===== config.mk =====
export PLATFORM = sky130hd
export DESIGN_NAME = param_register_stack
export DESIGN_NICKNAME = d
export VERILOG_FILES = /design/src/rtl/stack_pkg.sv /design/src/rtl/stack_guard.sv /design/src/rtl/param_register_stack.sv
export SDC_FILE = /design/constraint.sdc
export NUM_CORES = 2
export LEC_CHECK = 0
export ABC_AREA = 1
export BUFFER_PORTS_ARGS = -buffer_cell sky130_fd_sc_hd__buf_4
export CORE_MARGIN = 2
export CORE_UTILIZATION = 35
export DETAILED_ROUTE_END_ITERATION = 8
export SYNTH_ARGS = -nofsm -noshare
export SYNTH_HDL_FRONTEND = slang
export SYNTH_SLANG_ARGS = --single-unit

===== constraint.sdc =====
create_clock -name CLK -period 4.1 [get_ports CLK]
set_input_delay 1.025 -clock CLK [delete_from_list [all_inputs] [get_ports CLK]]
set_output_delay 1.025 -clock CLK [all_outputs]
set_load 0.005 [all_outputs]

===== src/rtl/stack_pkg.sv =====
// Shared opcode encodings and per-opcode depth requirements for the parametrised operand stack.
package stack_pkg;

    localparam logic [2:0] OP_NOP    = 3'd0;
    localparam logic [2:0] OP_PUSH   = 3'd1;
    localparam logic [2:0] OP_POPREP = 3'd2;
    localparam logic [2:0] OP_POP    = 3'd3;
    localparam logic [2:0] OP_POP2   = 3'd4;
    localparam logic [2:0] OP_SWAP   = 3'd5;
    localparam logic [2:0] OP_DUP    = 3'd6;
    localparam logic [2:0] OP_OVER   = 3'd7;

    function automatic int unsigned min_depth(input logic [2:0] op);
        int unsigned req;
        req = 0;
        case (op)
            OP_POPREP: req = 2;
            OP_POP:    req = 1;
            OP_POP2:   req = 2;
            OP_SWAP:   req = 2;
            OP_DUP:    req = 1;
            OP_OVER:   req = 2;
            default:   req = 0;
        endcase
        return req;
    endfunction

    function automatic logic grows_stack(input logic [2:0] op);
        return (op == OP_PUSH) || (op == OP_DUP) || (op == OP_OVER);
    endfunction

endpackage


===== src/rtl/stack_guard.sv =====
// Combinational legality check: decides whether a stack op may execute and which sticky flag it raises.
module stack_guard
    import stack_pkg::*;
#(
    parameter int DEPTH = 64,
    parameter int CNT_W = $clog2(DEPTH + 1)
) (
    input  logic [2:0]       stack_op,
    input  logic [CNT_W-1:0] depth,
    output logic             op_ok,
    output logic             set_ovf,
    output logic             set_unf
);

    logic need_unf;
    logic need_ovf;

    // Too few entries outranks a full stack, so DUP/OVER on an empty stack report underflow.
    always_comb begin
        need_unf = depth < CNT_W'(min_depth(stack_op));
        need_ovf = grows_stack(stack_op) && (depth == CNT_W'(DEPTH));
        set_unf  = need_unf;
        set_ovf  = need_ovf && !need_unf;
        op_ok    = !(need_unf || need_ovf);
    end

endmodule


===== src/rtl/param_register_stack.sv =====
// Parametrised shift-register operand stack with occupancy, full/empty and sticky error flags.
// Define STACK_PEEK_EN to add the random-access peek_idx/peek_data read port.
module param_register_stack
    import stack_pkg::*;
#(
    parameter int WIDTH = 16,
    parameter int DEPTH = 64,
    parameter int CNT_W = $clog2(DEPTH + 1)
) (
    input  logic             CLK,
    input  logic             reset,
    input  logic [2:0]       stackOP,
    input  logic [WIDTH-1:0] w,
    input  logic             clr_err,
`ifdef STACK_PEEK_EN
    input  logic [$clog2(DEPTH)-1:0] peek_idx,
    output logic [WIDTH-1:0] peek_data,
`endif
    output logic [WIDTH-1:0] a,
    output logic [WIDTH-1:0] b,
    output logic [CNT_W-1:0] depth,
    output logic             empty,
    output logic             full,
    output logic             overflow,
    output logic             underflow
);

    logic [WIDTH-1:0] stack_q [DEPTH];
    logic [WIDTH-1:0] stack_d [DEPTH];
    logic [CNT_W-1:0] depth_q, depth_d;
    logic             ovf_q, ovf_d;
    logic             unf_q, unf_d;
    logic             op_ok, set_ovf, set_unf;
    logic [WIDTH-1:0] push_val;

    stack_guard #(
        .DEPTH (DEPTH),
        .CNT_W (CNT_W)
    ) u_guard (
        .stack_op (stackOP),
        .depth    (depth_q),
        .op_ok    (op_ok),
        .set_ovf  (set_ovf),
        .set_unf  (set_unf)
    );

    // Slots at or beyond depth are always zero, so shifting in from the end keeps them zero.
    always_comb begin
        stack_d  = stack_q;
        depth_d  = depth_q;
        push_val = w;
        if (stackOP == OP_DUP)  push_val = stack_q[0];
        if (stackOP == OP_OVER) push_val = stack_q[1];
        if (op_ok) begin
            case (stackOP)
                OP_PUSH, OP_DUP, OP_OVER: begin
                    for (int i = DEPTH - 1; i > 0; i--) stack_d[i] = stack_q[i-1];
                    stack_d[0] = push_val;
                    depth_d    = depth_q + CNT_W'(1);
                end
                OP_POPREP: begin
                    stack_d[0] = w;
                    for (int i = 1; i < DEPTH - 1; i++) stack_d[i] = stack_q[i+1];
                    stack_d[DEPTH-1] = '0;
                    depth_d    = depth_q - CNT_W'(1);
                end
                OP_POP: begin
                    for (int i = 0; i < DEPTH - 1; i++) stack_d[i] = stack_q[i+1];
                    stack_d[DEPTH-1] = '0;
                    depth_d    = depth_q - CNT_W'(1);
                end
                OP_POP2: begin
                    for (int i = 0; i < DEPTH - 2; i++) stack_d[i] = stack_q[i+2];
                    stack_d[DEPTH-2] = '0;
                    stack_d[DEPTH-1] = '0;
                    depth_d    = depth_q - CNT_W'(2);
                end
                OP_SWAP: begin
                    stack_d[0] = stack_q[1];
                    stack_d[1] = stack_q[0];
                end
                default: ;
            endcase
        end
        ovf_d = (ovf_q && !clr_err) || set_ovf;
        unf_d = (unf_q && !clr_err) || set_unf;
    end

    always_ff @(negedge CLK) begin
        if (reset) begin
            for (int i = 0; i < DEPTH; i++) stack_q[i] <= '0;
            depth_q <= '0;
            ovf_q   <= 1'b0;
            unf_q   <= 1'b0;
        end else begin
            stack_q <= stack_d;
            depth_q <= depth_d;
            ovf_q   <= ovf_d;
            unf_q   <= unf_d;
        end
    end

    assign a         = stack_q[0];
    assign b         = stack_q[1];
    assign depth     = depth_q;
    assign empty     = (depth_q == '0);
    assign full      = (depth_q == CNT_W'(DEPTH));
    assign overflow  = ovf_q;
    assign underflow = unf_q;

`ifdef STACK_PEEK_EN
    assign peek_data = stack_q[peek_idx];
`endif

endmodule

### Yosys cells after proc, flatten, opt, wreduce, memory -nomap -nowiden

Cells that the tools add are included.

| operators by class | value |
|---|---|
| reduce and logical (&&, ||, !) cells | 21 |
| bitwise operators | 1 |
| multiplexer cells | 6 |
| add/subtract/negate cells | 3 |
| $lt $le $gt $ge | 1 |
| equal/unequal tests | 9 |

Operator list:

| operator | count |
|---|---|
| case mux 992 bit (3 select lines) | 1 |
| case mux 32 bit (5 select lines) | 1 |
| two-way mux 16 bit | 2 |
| case mux 7 bit (3 select lines) | 1 |
| equality test 3 bit (second input constant) | 4 |
| adder 7 x 1 -> 7 bit (second input constant) | 1 |
| equality test 7 bit (second input constant) | 1 |
| zero test 7 bit | 1 |
| less-than comparator 7 x 2 -> 1 bit | 1 |
| subtractor 7 x 1 -> 7 bit (second input constant) | 1 |
| subtractor 7 x 2 -> 7 bit (second input constant) | 1 |
| equality test 3 x 2 -> 1 bit (second input constant) | 2 |
| logical OR 1 bit | 5 |
| nonzero test 5 bit | 1 |
| logical AND 1 bit | 4 |
| case mux 2 bit (2 select lines) | 1 |
| AND reduction 2 bit | 2 |
| OR reduction 2 bit | 2 |
| OR reduction 4 bit | 1 |
| equality test 3 x 1 -> 1 bit (second input constant) | 1 |
| inequality test 3 bit (second input constant) | 1 |
| AND reduction 3 bit | 1 |
| nonzero test 3 bit | 1 |
| OR reduction 3 bit | 1 |
| other kinds (2) | 3 |

| storage, ports and cells | value |
|---|---|
| register bits after elaboration | 1033 |
| output and inout bits | 43 |
| input bits | 22 |
| word-level logic and storage cells | 108 |

### Logic depth before layout (Yosys ltp)

| logic depth | value |
|---|---|
| word-level depth | 7 |
| mapped depth | 17 |
| gate-level depth less buffers | 13 |

### Modules after synthesis

Synthesis repeated with hierarchy kept, for this count alone.

| unflattened totals | value |
|---|---|
| cells, all modules | 6132 |
| area total of the unflattened synthesis | 47860.9 um^2 |

Modules (own cells, without submodules):

| module | sequential area each (um^2) | cells each | area each (um^2) | times used |
|---|---|---|---|---|
| param_register_stack | 20679.8 | 6103 | 47718.3 | 1 |
| stack_guard | 0.0 | 29 | 142.6 | 1 |

==> results.md <==
- Drt drc: 0
- Die Area: 0.155 mm2
- Syn nets: 8,176
- Number of vias in the routed layout: 62.0k
- Remaining Overflow, GRT: 0
- Synth Instances: 8,144
- Run status: finished with violations
- 1st-iter DRT viols: 5,540
- Antenna cells: 0
- Slowest CP cell: dfxtp_2
- Peak VDD IR: 443 uV
- Share of cells above drive strength 1: 20.8%
- CP arrival: 3.77 ns
- Cell area after synthesis: 0.0531 mm2
- Antenna Nets Post-Route: 0
- Final Setup Violations: 1,073
- Leak Pwr: 34.9 nW
- Gr usage total: 21.3%
- CP max FO: 4
- Cts hold-fix bufs: 0
- Fin worst setup slack: -0.691 ns
- Final instance area: 0.0787 mm2
- Die Width: 394 um
- CTS max path bufs: 3
- Buffers & Inverters on Critical Path: 2
- Critical Path End Type: primary output
- Number of enable flip-flop cells after synthesis: 0
- Clk_skew: 0.0467 ns
- Synth async-reset ratio: 0%
- IO buf count: 64
- Post-DP HPWL: 88,300 um
- Critical path launch point type: register
- Yosys Warn Count: 0
- Htree depth: 4
- RePlAce Congestion: 0.813
- Delay-heaviest family, CP: simple AND/OR/NAND/NOR gates
- Die H: 394 um
- Most frequent cells in the layout: 2,109 x inv_1, 2,001 x nor2_1, 1,024 x dfxtp_1, 991 x o22ai_1, 522 x o21ai_0
- Clock Latency Late Sink: 0.78 ns
- Placed Instance Area: 0.0584 mm2
- FF+latch count, synth: 1,033
- First-pass GRT wire length: 286,000 um
- Max_slew headroom: 52.0%
- Ports: 65
- Violated checks: setup timing
- Netlist cell types: 27
- Clock Sinks: 1,033
- Largest net degree at the start of global routing: 88
- Critical Path Max Stage Delay: 0.32 ns
- Pwr dens: 777 mW/mm2
- First-pass DRT Iterations: 9
- Syn avg cell area: 6.52 um2
- Starting Density: 35.4%
- Std-Cell Rows: 142
- Worst-path clk slew: 0.03 ns
- Root Driver: clkbuf_16
- NumNets Final: 9,408
- Crit-path cells: inv_1 > nand3_1 > nor2_4 > buf_4
- Max-cap violations: 0
- HP Class: register to register
- Tightest Pin Transition: 0.720 ns
- Most common cell after layout, fill and taps aside: inv_1
- CTS tree: done
- RSZ-0062 raised after global routing: yes
- Main synth FF type: dfxtp_1
- Drt total wl: 187,000 um
- Via/cell ratio: 5.40
- Pre-CTS WS: -1.15 ns
- Per-cell routed wire length: 16.3 um
- Cts bufs inserted: 130
- CP Data Required Time: 3.07 ns
- Area growth syn-to-layout: 48.1%
- Max-slew violation count: 0
- Sequential-to-total area share from yosys stat: 38.9%
- CORE AREA: 0.150 mm2
- Setup CP Type: register to primary output
- Fin. Hold Viols: 0
- Vias in the first global route: 59.6k
- Antenna violations before repair: 0
[cell usage after synthesis (all sizes together), types with 5 or more instances]
library cell	n	area share, %
a21oi	73	0.69
buf	321	3.2
nand4	5	0.059
dfxtp	1033	39
ha	9	0.21
nor2	2020	14
nor3	960	9.0
clkbuf	396	2.8
inv	1049	7.4
nand2	228	1.6
o21ai	1031	9.7
o22ai	992	12
nand3	20	0.21
[path summary, 6_finish.rpt]
| kind | slack [ns] | depth (start not counted) | end | start |
|---|---|---|---|---|
| max reg2reg | -0.44 | 37 | depth[6] | depth[2] |
| min | 0.46 | 2 | stack_q[6] | stack_q[6] |
| min reg2reg | 0.46 | 2 | stack_q[6] | stack_q[6] |
| max | -0.69 | 4 | full | depth[0] |
[cells by family (layout without fill, tap and decap cells)]
logic type	after synthesis	in the layout	share of synthesized area, %
xor+xnor	3	3	0.0495
fa+ha+maj	10	10	0.250
simple gates	3234	3234	25.2
compound gates	2097	2097	22.1
flops	1033	1033	38.9
buf+inv	1766	3094	13.4
mux	1	1	0.0188
[flip-flops by register name, indices dropped and copies added, names as in the netlist]
register and cells:
b 16, stack_q 992, a 16, depth 7, underflow 1, overflow 1
[power breakdown]
part	leakage (nW)	internal, mW	switching, mW
logic	18.8	14.3	16.0
registers	8.53	13.7	1.95
clock network	7.56	7.78	7.36
total	34.9	35.8	25.3
[routing by layer]
| layer | GRT usage (%) | up-vias | routed length (um) |
|---|---|---|---|
| li1 | - | 29700 | - |
| met1 | 25.4 | 29500 | 77200 |
| met2 | 35.0 | 2361 | 92400 |
| met3 | 5.75 | 501 | 10900 |
| met4 | 11.2 | 0 | 6690 |
| met5 | 0 | - | 0 |
[through the flow]
stage / util [%] / hold WS, ns / power [mW] / TNS [ns] / instances
after floorplan: - / 0.444 / 29.8 / -825.27 / 8144
after CTS: 48.5 / 0.459 / 56.1 / -248.44 / 11400
after global placement: 38.8 / 0.450 / 34.3 / -1021.02 / 9887
after global routing: 52.4 / 0.478 / 65.6 / -406.65 / 11500
after detailed placement: 38.8 / 0.454 / 34.6 / -1031.59 / 9887
final: 52.4 / 0.460 / 61.1 / -361.17 / 11500
[tightest hold or removal path: cells and delay by family, from the launching register on]
kind             cells  cell delay [ns]
AO/OA/AOI/OAI        1             0.05
AND/OR/NAND/NOR      1             0.06
flip-flops           1             0.30
[layout make-up]
type | count | area (um2)
fill | 13700 | 71600
tap | 2016 | 2520
sequential | 1033 | 20700
timing repair buffer | 785 | 12400
inverter | 1048 | 3960
clock inverter | 1127 | 4590
clock buffer | 134 | 3350
multi-input combinational | 5345 | 31200
[what timing repair did]
action | 4_1_cts | 5_1_grt
endpoints found under the hold margin | 0 | 0
gates cloned | 124 | 78
setup endpoints to repair | 1041 | 1073
resized for setup | 551 | 1372
buffers inserted | 126 | 80
pin swaps | 108 | 507
Power figures use the tool's default switching activity.
